==> src/rtl/uart_pkg.sv <==
`default_nettype none
// ============================================================================
// Module      : uart_pkg
// Description : Shared types and constants for the UART receive path and the
//               matching transmitter.
// Revision    : 1.0 - initial release
// ============================================================================
package uart_pkg;

  // Receiver FSM state encoding
  typedef enum logic [2:0] {
    ST_IDLE   = 3'd0,
    ST_START  = 3'd1,
    ST_DATA   = 3'd2,
    ST_PARITY = 3'd3,
    ST_STOP   = 3'd4,
    ST_BREAK  = 3'd5
  } uart_state_e;

  // Parity modes
  localparam int PARITY_NONE = 0;
  localparam int PARITY_EVEN = 1;
  localparam int PARITY_ODD  = 2;

  // 100 MHz / 115200 baud
  localparam int DEFAULT_CLKS_PER_BIT = 868;

endpackage : uart_pkg
`default_nettype wire

==> src/rtl/sync_fifo.sv <==
`default_nettype none
// ============================================================================
// Module      : sync_fifo
// Description : Single-clock FIFO with a combinational head read. A push into
//               a full FIFO is accepted only when a pop happens in the same
//               cycle. The head reads as zero while empty.
// Revision    : 1.0 - initial release
// ============================================================================
module sync_fifo #(
  parameter int WIDTH = 8,
  parameter int DEPTH = 4
) (
  input  logic             clk,
  input  logic             reset,
  input  logic             i_push,
  input  logic [WIDTH-1:0] i_wdata,
  input  logic             i_pop,
  output logic [WIDTH-1:0] o_head,
  output logic             o_full,
  output logic             o_empty
);

  localparam int PW = $clog2(DEPTH);
  localparam int CW = PW + 1;
  localparam logic [CW-1:0] CNT_FULL = CW'(DEPTH);

  logic [WIDTH-1:0] r_mem [DEPTH];
  logic [PW-1:0]    r_wr_ptr;
  logic [PW-1:0]    r_rd_ptr;
  logic [CW-1:0]    r_count;

  logic w_pop;
  logic w_push;

  assign o_empty = (r_count == '0);
  assign o_full  = (r_count == CNT_FULL);
  assign w_pop   = i_pop && !o_empty;
  assign w_push  = i_push && (!o_full || w_pop);
  assign o_head  = o_empty ? '0 : r_mem[r_rd_ptr];

  // Storage write; contents need no reset because the head is gated by empty
  always_ff @(posedge clk) begin
    if (w_push) begin
      r_mem[r_wr_ptr] <= i_wdata;
    end
  end

  // Pointer and occupancy tracking; pointers wrap naturally at DEPTH
  always_ff @(posedge clk) begin
    if (reset) begin
      r_wr_ptr <= '0;
      r_rd_ptr <= '0;
      r_count  <= '0;
    end else begin
      if (w_push) r_wr_ptr <= r_wr_ptr + 1'b1;
      if (w_pop)  r_rd_ptr <= r_rd_ptr + 1'b1;
      case ({w_push, w_pop})
        2'b10:   r_count <= r_count + 1'b1;
        2'b01:   r_count <= r_count - 1'b1;
        default: r_count <= r_count;
      endcase
    end
  end

endmodule : sync_fifo
`default_nettype wire

==> src/rtl/uart_rx_capture.sv <==
`default_nettype none
// ============================================================================
// Module      : uart_rx_capture
// Description : UART receiver with two-flop input synchroniser, mid-bit
//               sampling, start-glitch rejection, stop/parity checking, break
//               handling and a small output FIFO behind valid/ready.
// Revision    : 1.0 - initial release
// ============================================================================
module uart_rx_capture
  import uart_pkg::*;
#(
  parameter int CLKS_PER_BIT = DEFAULT_CLKS_PER_BIT,
  parameter int PARITY       = PARITY_NONE,
  parameter int FIFO_DEPTH   = 4
) (
  input  logic       clk,
  input  logic       reset,
  input  logic       rx,
  output logic [7:0] m_data,
  output logic       m_valid,
  input  logic       m_ready,
  output logic       frame_err,
  output logic       parity_err,
  output logic       overrun,
  input  logic       clr_overrun,
  output logic       busy
);

  localparam int CW = $clog2(CLKS_PER_BIT);
  localparam logic [CW-1:0] CNT_BIT_LAST  = CW'(CLKS_PER_BIT - 1);
  localparam logic [CW-1:0] CNT_HALF_LAST = CW'(CLKS_PER_BIT / 2 - 1);

  uart_state_e r_state;
  uart_state_e w_state_nxt;

  logic          r_sync1;
  logic          r_sync2;
  logic [CW-1:0] r_cnt;
  logic [2:0]    r_bit_idx;
  logic [7:0]    r_shift;
  logic          r_par_err;
  logic          r_frame_err;
  logic          r_parity_err;
  logic          r_overrun;

  logic w_rx_s;
  logic w_cnt_clr;
  logic w_frame_start;
  logic w_shift_en;
  logic w_par_en;
  logic w_par_bad;
  logic w_push;
  logic w_ferr;
  logic w_perr;
  logic w_pop;
  logic w_full;
  logic w_empty;
  logic w_drop;

  assign w_rx_s = r_sync2;

  // Parity check: XOR over data plus parity bit must be 0 (even) or 1 (odd)
  assign w_par_bad = (PARITY == PARITY_ODD) ? ~(^r_shift ^ w_rx_s)
                                            :  (^r_shift ^ w_rx_s);

  // Two-flop synchroniser for the asynchronous line, idling high
  always_ff @(posedge clk) begin
    if (reset) begin
      r_sync1 <= 1'b1;
      r_sync2 <= 1'b1;
    end else begin
      r_sync1 <= rx;
      r_sync2 <= r_sync1;
    end
  end

  // FSM state register
  always_ff @(posedge clk) begin
    if (reset) r_state <= ST_IDLE;
    else       r_state <= w_state_nxt;
  end

  // Next-state decode and per-cycle strobes
  always_comb begin
    w_state_nxt   = r_state;
    w_cnt_clr     = 1'b0;
    w_frame_start = 1'b0;
    w_shift_en    = 1'b0;
    w_par_en      = 1'b0;
    w_push        = 1'b0;
    w_ferr        = 1'b0;
    w_perr        = 1'b0;
    case (r_state)
      ST_IDLE: begin
        if (!w_rx_s) begin
          w_state_nxt   = ST_START;
          w_cnt_clr     = 1'b1;
          w_frame_start = 1'b1;
        end
      end
      ST_START: begin
        if (r_cnt == CNT_HALF_LAST) begin
          w_cnt_clr   = 1'b1;
          w_state_nxt = w_rx_s ? ST_IDLE : ST_DATA;
        end
      end
      ST_DATA: begin
        if (r_cnt == CNT_BIT_LAST) begin
          w_cnt_clr  = 1'b1;
          w_shift_en = 1'b1;
          if (r_bit_idx == 3'd7) begin
            w_state_nxt = (PARITY != PARITY_NONE) ? ST_PARITY : ST_STOP;
          end
        end
      end
      ST_PARITY: begin
        if (r_cnt == CNT_BIT_LAST) begin
          w_cnt_clr   = 1'b1;
          w_par_en    = 1'b1;
          w_state_nxt = ST_STOP;
        end
      end
      ST_STOP: begin
        if (r_cnt == CNT_BIT_LAST) begin
          w_cnt_clr = 1'b1;
          if (!w_rx_s) begin
            w_ferr      = 1'b1;
            w_perr      = r_par_err;
            w_state_nxt = ST_BREAK;
          end else if (r_par_err) begin
            w_perr      = 1'b1;
            w_state_nxt = ST_IDLE;
          end else begin
            w_push      = 1'b1;
            w_state_nxt = ST_IDLE;
          end
        end
      end
      ST_BREAK: begin
        if (w_rx_s) w_state_nxt = ST_IDLE;
      end
      default: w_state_nxt = ST_IDLE;
    endcase
  end

  // Bit timing counter, restarted at every sample point
  always_ff @(posedge clk) begin
    if (reset || w_cnt_clr) r_cnt <= '0;
    else                    r_cnt <= r_cnt + 1'b1;
  end

  // Data shift register (LSB first), bit index and latched parity result
  always_ff @(posedge clk) begin
    if (reset) begin
      r_shift   <= '0;
      r_bit_idx <= '0;
      r_par_err <= 1'b0;
    end else if (w_frame_start) begin
      r_bit_idx <= '0;
      r_par_err <= 1'b0;
    end else begin
      if (w_shift_en) begin
        r_shift   <= {w_rx_s, r_shift[7:1]};
        r_bit_idx <= r_bit_idx + 1'b1;
      end
      if (w_par_en) r_par_err <= w_par_bad;
    end
  end

  // Error pulses registered from the stop-sample cycle
  always_ff @(posedge clk) begin
    if (reset) begin
      r_frame_err  <= 1'b0;
      r_parity_err <= 1'b0;
    end else begin
      r_frame_err  <= w_ferr;
      r_parity_err <= w_perr;
    end
  end

  assign w_pop  = !w_empty && m_ready;
  assign w_drop = w_push && w_full && !w_pop;

  // Sticky overrun; a new drop outranks a simultaneous clear
  always_ff @(posedge clk) begin
    if (reset)            r_overrun <= 1'b0;
    else if (w_drop)      r_overrun <= 1'b1;
    else if (clr_overrun) r_overrun <= 1'b0;
  end

  sync_fifo #(
    .WIDTH (8),
    .DEPTH (FIFO_DEPTH)
  ) u_fifo (
    .clk     (clk),
    .reset   (reset),
    .i_push  (w_push),
    .i_wdata (r_shift),
    .i_pop   (w_pop),
    .o_head  (m_data),
    .o_full  (w_full),
    .o_empty (w_empty)
  );

  assign m_valid    = !w_empty;
  assign frame_err  = r_frame_err;
  assign parity_err = r_parity_err;
  assign overrun    = r_overrun;
  assign busy       = (r_state != ST_IDLE);

endmodule : uart_rx_capture
`default_nettype wire

==> config.mk <==
export PLATFORM = sky130hd
export DESIGN_NAME = uart_rx_capture
export DESIGN_NICKNAME = d
export VERILOG_FILES = /design/src/rtl/uart_pkg.sv /design/src/rtl/sync_fifo.sv /design/src/rtl/uart_rx_capture.sv
export SDC_FILE = /design/constraint.sdc
export NUM_CORES = 1
export LEC_CHECK = 0
export CORE_MARGIN = 5
export CORE_UTILIZATION = 33
export CTS_CLUSTER_SIZE = 16
export DETAILED_ROUTE_END_ITERATION = 16
export HOLD_SLACK_MARGIN = 0.06
export PLACE_DENSITY = 0.48
export SETUP_SLACK_MARGIN = 0.3
export SYNTH_ARGS = -nofsm -noshare
export SYNTH_HDL_FRONTEND = slang
export SYNTH_SLANG_ARGS = --single-unit
==> constraint.sdc <==
create_clock -name clk -period 4.61 [get_ports clk]
set_input_delay 0.922 -clock clk [delete_from_list [all_inputs] [get_ports clk]]
set_output_delay 0.922 -clock clk [all_outputs]
set_load 0.005 [all_outputs]
==> flow_metrics.tcl <==
set metrics [dict create \
    die_width_um 107.8 \
    tightest_slew_ns 0.7036 \
    synthArstFlopShare_pct 0 \
    groute.usage.overall_pct 10.61 \
    r2r_setup_slack_ns 2.39 \
    timing.rr.end "u_fifo.r_mem[3][7]$_DFFE_PP_" \
    start_kind "register" \
    hp-class "reg2reg" \
    r2r-start "r_cnt[0]$_SDFF_PP0_" \
    required_ns 3.69 \
    vias_per_cell 4.505 \
    wl_per_cell_um 13.11 \
    holdCritStartpoint "r_sync1$_SDFF_PP1_" \
    fp.dieH_um 107.8 \
    status "finished clean" \
    drive_gt1_share_pct 12.10 \
    fp.dieArea_um2 11630 \
    ys_warn_count 0 \
    max-slew-margin-rel_pct 52.99 \
    num_antenna_cells 0 \
    cts_tree "yes" \
    ys_seq_area_share_pct 55.13 \
    final_net_count 290 \
    boundaryPins 18 \
    cts_resized 0 \
    overflow 0 \
    synthCells 258 \
    fmax_mhz 324.2 \
    p_per_area_nw_per_um2 422.1 \
    critPathMaxFanout 8 \
    row_count 35 \
    numPortBuffers 17 \
    rsz0062_at_grt "false" \
    clockRootBuffer "clkbuf_8" \
    period_minus_slack_ns 3.084 \
    first_global_vias 1853 \
    whs_path_depth 1 \
    critPathKind "reg2out" \
    synth_edf_count 32 \
    end_kind "output pin" \
    grt_first_pass_wirelength_um 9473 \
    worst_clock_skew_ns 0.01101 \
    core_um2 9284 \
    cts_made_buffers 9 \
    globalplace.congestion 0.6801 \
    setup_tns_ns 0 \
    drt_first_iter_violations 69 \
    syn_area_per_cell_um2 12.25 \
    via_count 1847 \
    fin_crit_sh_pct 66.90 \
    worst_hold_slack_ns 0.4133 \
    ant_nets 0 \
    cap_viol_max_count 0 \
    hpwl_um 3771 \
    arrival_ns 2.16 \
    cts_hold_buffers 0 \
    htree_levels 3 \
    finalMaxSlewViolations 0 \
    clkLatencyLatePin_ns 0.35 \
    area_delta_synth_final_pct 15.05 \
    post_cts_buffers 0 \
    clockBufferDepth 2 \
    cts.sinks 71 \
    grt_max_degree 25 \
    min_to "r_sync2$_SDFF_PP1_" \
    p_leak_nw 1.322 \
    hold_violations 0 \
    routed_wl_um 5374 \
    rr_worst_depth 5 \
    first_pass_iters 4 \
    peakVddDrop_mv 0.1540 \
    finalNonFillerCells 410 \
    yosys.cell_types.count 48 \
    clk_pin_slew_ns 0.08 \
    drc_errors 0 \
    dp_cells 394 \
    synth_nets 272 \
    start_util_pct 34.03 \
    antenna_found_initial 0 \
    finalSetupViolCount 0 \
    ys_ff_latch 71 \
    ys.flop_type "dfxtp_1" \
    syn_area_um2 3159 \
]
## cells by family (layout without fill, tap and decap cells)
family                   after synthesis  count (layout)  synth area share [%]
AND/OR/NAND/NOR                      100             100                 18.22
flip-flops                            71              71                 55.13
multiplexers                          22              22                 10.14
XOR/XNOR                              20              20                 5.980
AO/OA/AOI/OAI                         19              19                 4.079
buffers and inverters                 17              40                 2.653
adder cells (fa/ha/maj)                9               9                 3.802
## worst max-delay path, stage by stage (launching register included)
cell and delay, ns:
dfxtp_1 0.65, mux4_2 0.56, and2_1 0.16, clkdlybuf4s50_1 0.44
## power by group
part           leakage [nW]  switching (mW)  total (mW)  internal (mW)
sequential            0.612          0.0388       0.716          0.677
clock                0.0891           0.239       0.492          0.253
combinational         0.621           0.126       0.326          0.200
total                  1.32           0.404        1.53           1.13
## cells in the mapped netlist, types with 5 or more instances
library cell  instances  area (um2)
dfxtp_1              39       780.8
nor2_1               38       142.6
edfxtp_1             32       960.9
and2_1               14       87.58
mux2i_1              14       140.1
xnor2_1              12       105.1
nand2_1               9       33.78
ha_1                  8       100.1
mux4_2                8       180.2
xor2_1                7       61.31
inv_1                 6       22.52
clkbuf_1              5       18.77
## sequential cells by signal (all words and copies together), names as in the netlist, named ones only
signal	flops
frame_err	1
u_fifo.r_mem	32
r_sync2	1
u_fifo.r_wr_ptr	2
r_cnt	10
r_shift	8
u_fifo.r_rd_ptr	2
r_bit_idx	3
u_fifo.r_count	3
r_sync1	1
overrun	1
parity_err	1
r_state	3
r_par_err	1
## stage by stage
step | total power [mW] | utilization [%] | worst slack, ns | area, um2
floorplan | 0.9244 | - | 2.493 | 3159
global placement | 1.062 | 37.02 | 1.814 | 3437
detailed placement | 1.067 | 37.02 | 1.800 | 3437
CTS | 1.566 | 39.15 | 1.434 | 3635
global route | 1.640 | 39.15 | 1.322 | 3635
finish | 1.534 | 39.15 | 1.526 | 3635
## per-layer routing
layer | track usage (%) | vias up | wire length (um)
met1 | 13.44 | 868 | 2637
met4 | 3.517 | 0 | 68
met2 | 16.16 | 22 | 2457
met3 | 4.679 | 7 | 211
li1 | - | 950 | -
met5 | 0 | - | 0
## cells in the final DEF (no fill, tap or decap), types with 2 or more instances in the layout
cell / Yosys / layout
dfxtp_1: 39 / 39
nor2_1: 38 / 38
edfxtp_1: 32 / 32
clkdlybuf4s50_1: 0 / 17
and2_1: 14 / 14
mux2i_1: 14 / 14
xnor2_1: 12 / 12
nand2_1: 9 / 9
clkbuf_8: 0 / 9
mux4_2: 8 / 8
ha_1: 8 / 8
xor2_1: 7 / 7
inv_1: 6 / 6
or3_1: 4 / 4
a21oi_1: 4 / 4
o21ai_0: 4 / 4
or3b_1: 3 / 3
nor3b_1: 3 / 3
nor2b_1: 3 / 3
a31oi_1: 3 / 3
nand3_1: 3 / 3
clkinvlp_4: 0 / 3
nor4bb_1: 2 / 2
nand2b_1: 2 / 2
a21o_1: 2 / 2
nand4_1: 2 / 2
nor3_1: 2 / 2
a32oi_1: 2 / 2
or2_2: 2 / 2
## layout make-up
type                       count  area, um2
multi-input combinational    170       1334
inverter                       6      22.52
tap                          129      161.4
clock buffer                  10      127.6
fill                         929       5649
clock inverter                 6      70.07
sequential                    71       1742
timing repair buffer          18      177.7
## how the worst max path moves through the flow
stage / to / slack, ns / cells after the start
after detailed placement: u_fifo.r_mem[3][6]$_DFFE_PP_ / 1.80 / 5
final: m_data[6] / 1.53 / 3
after floorplan: m_data[0] / 2.49 / 3
after global placement: u_fifo.r_mem[0][4]$_DFFE_PP_ / 1.81 / 5
after CTS: m_data[6] / 1.43 / 3
after global routing: m_data[3] / 1.32 / 3
(Power assumes the default switching activity.)
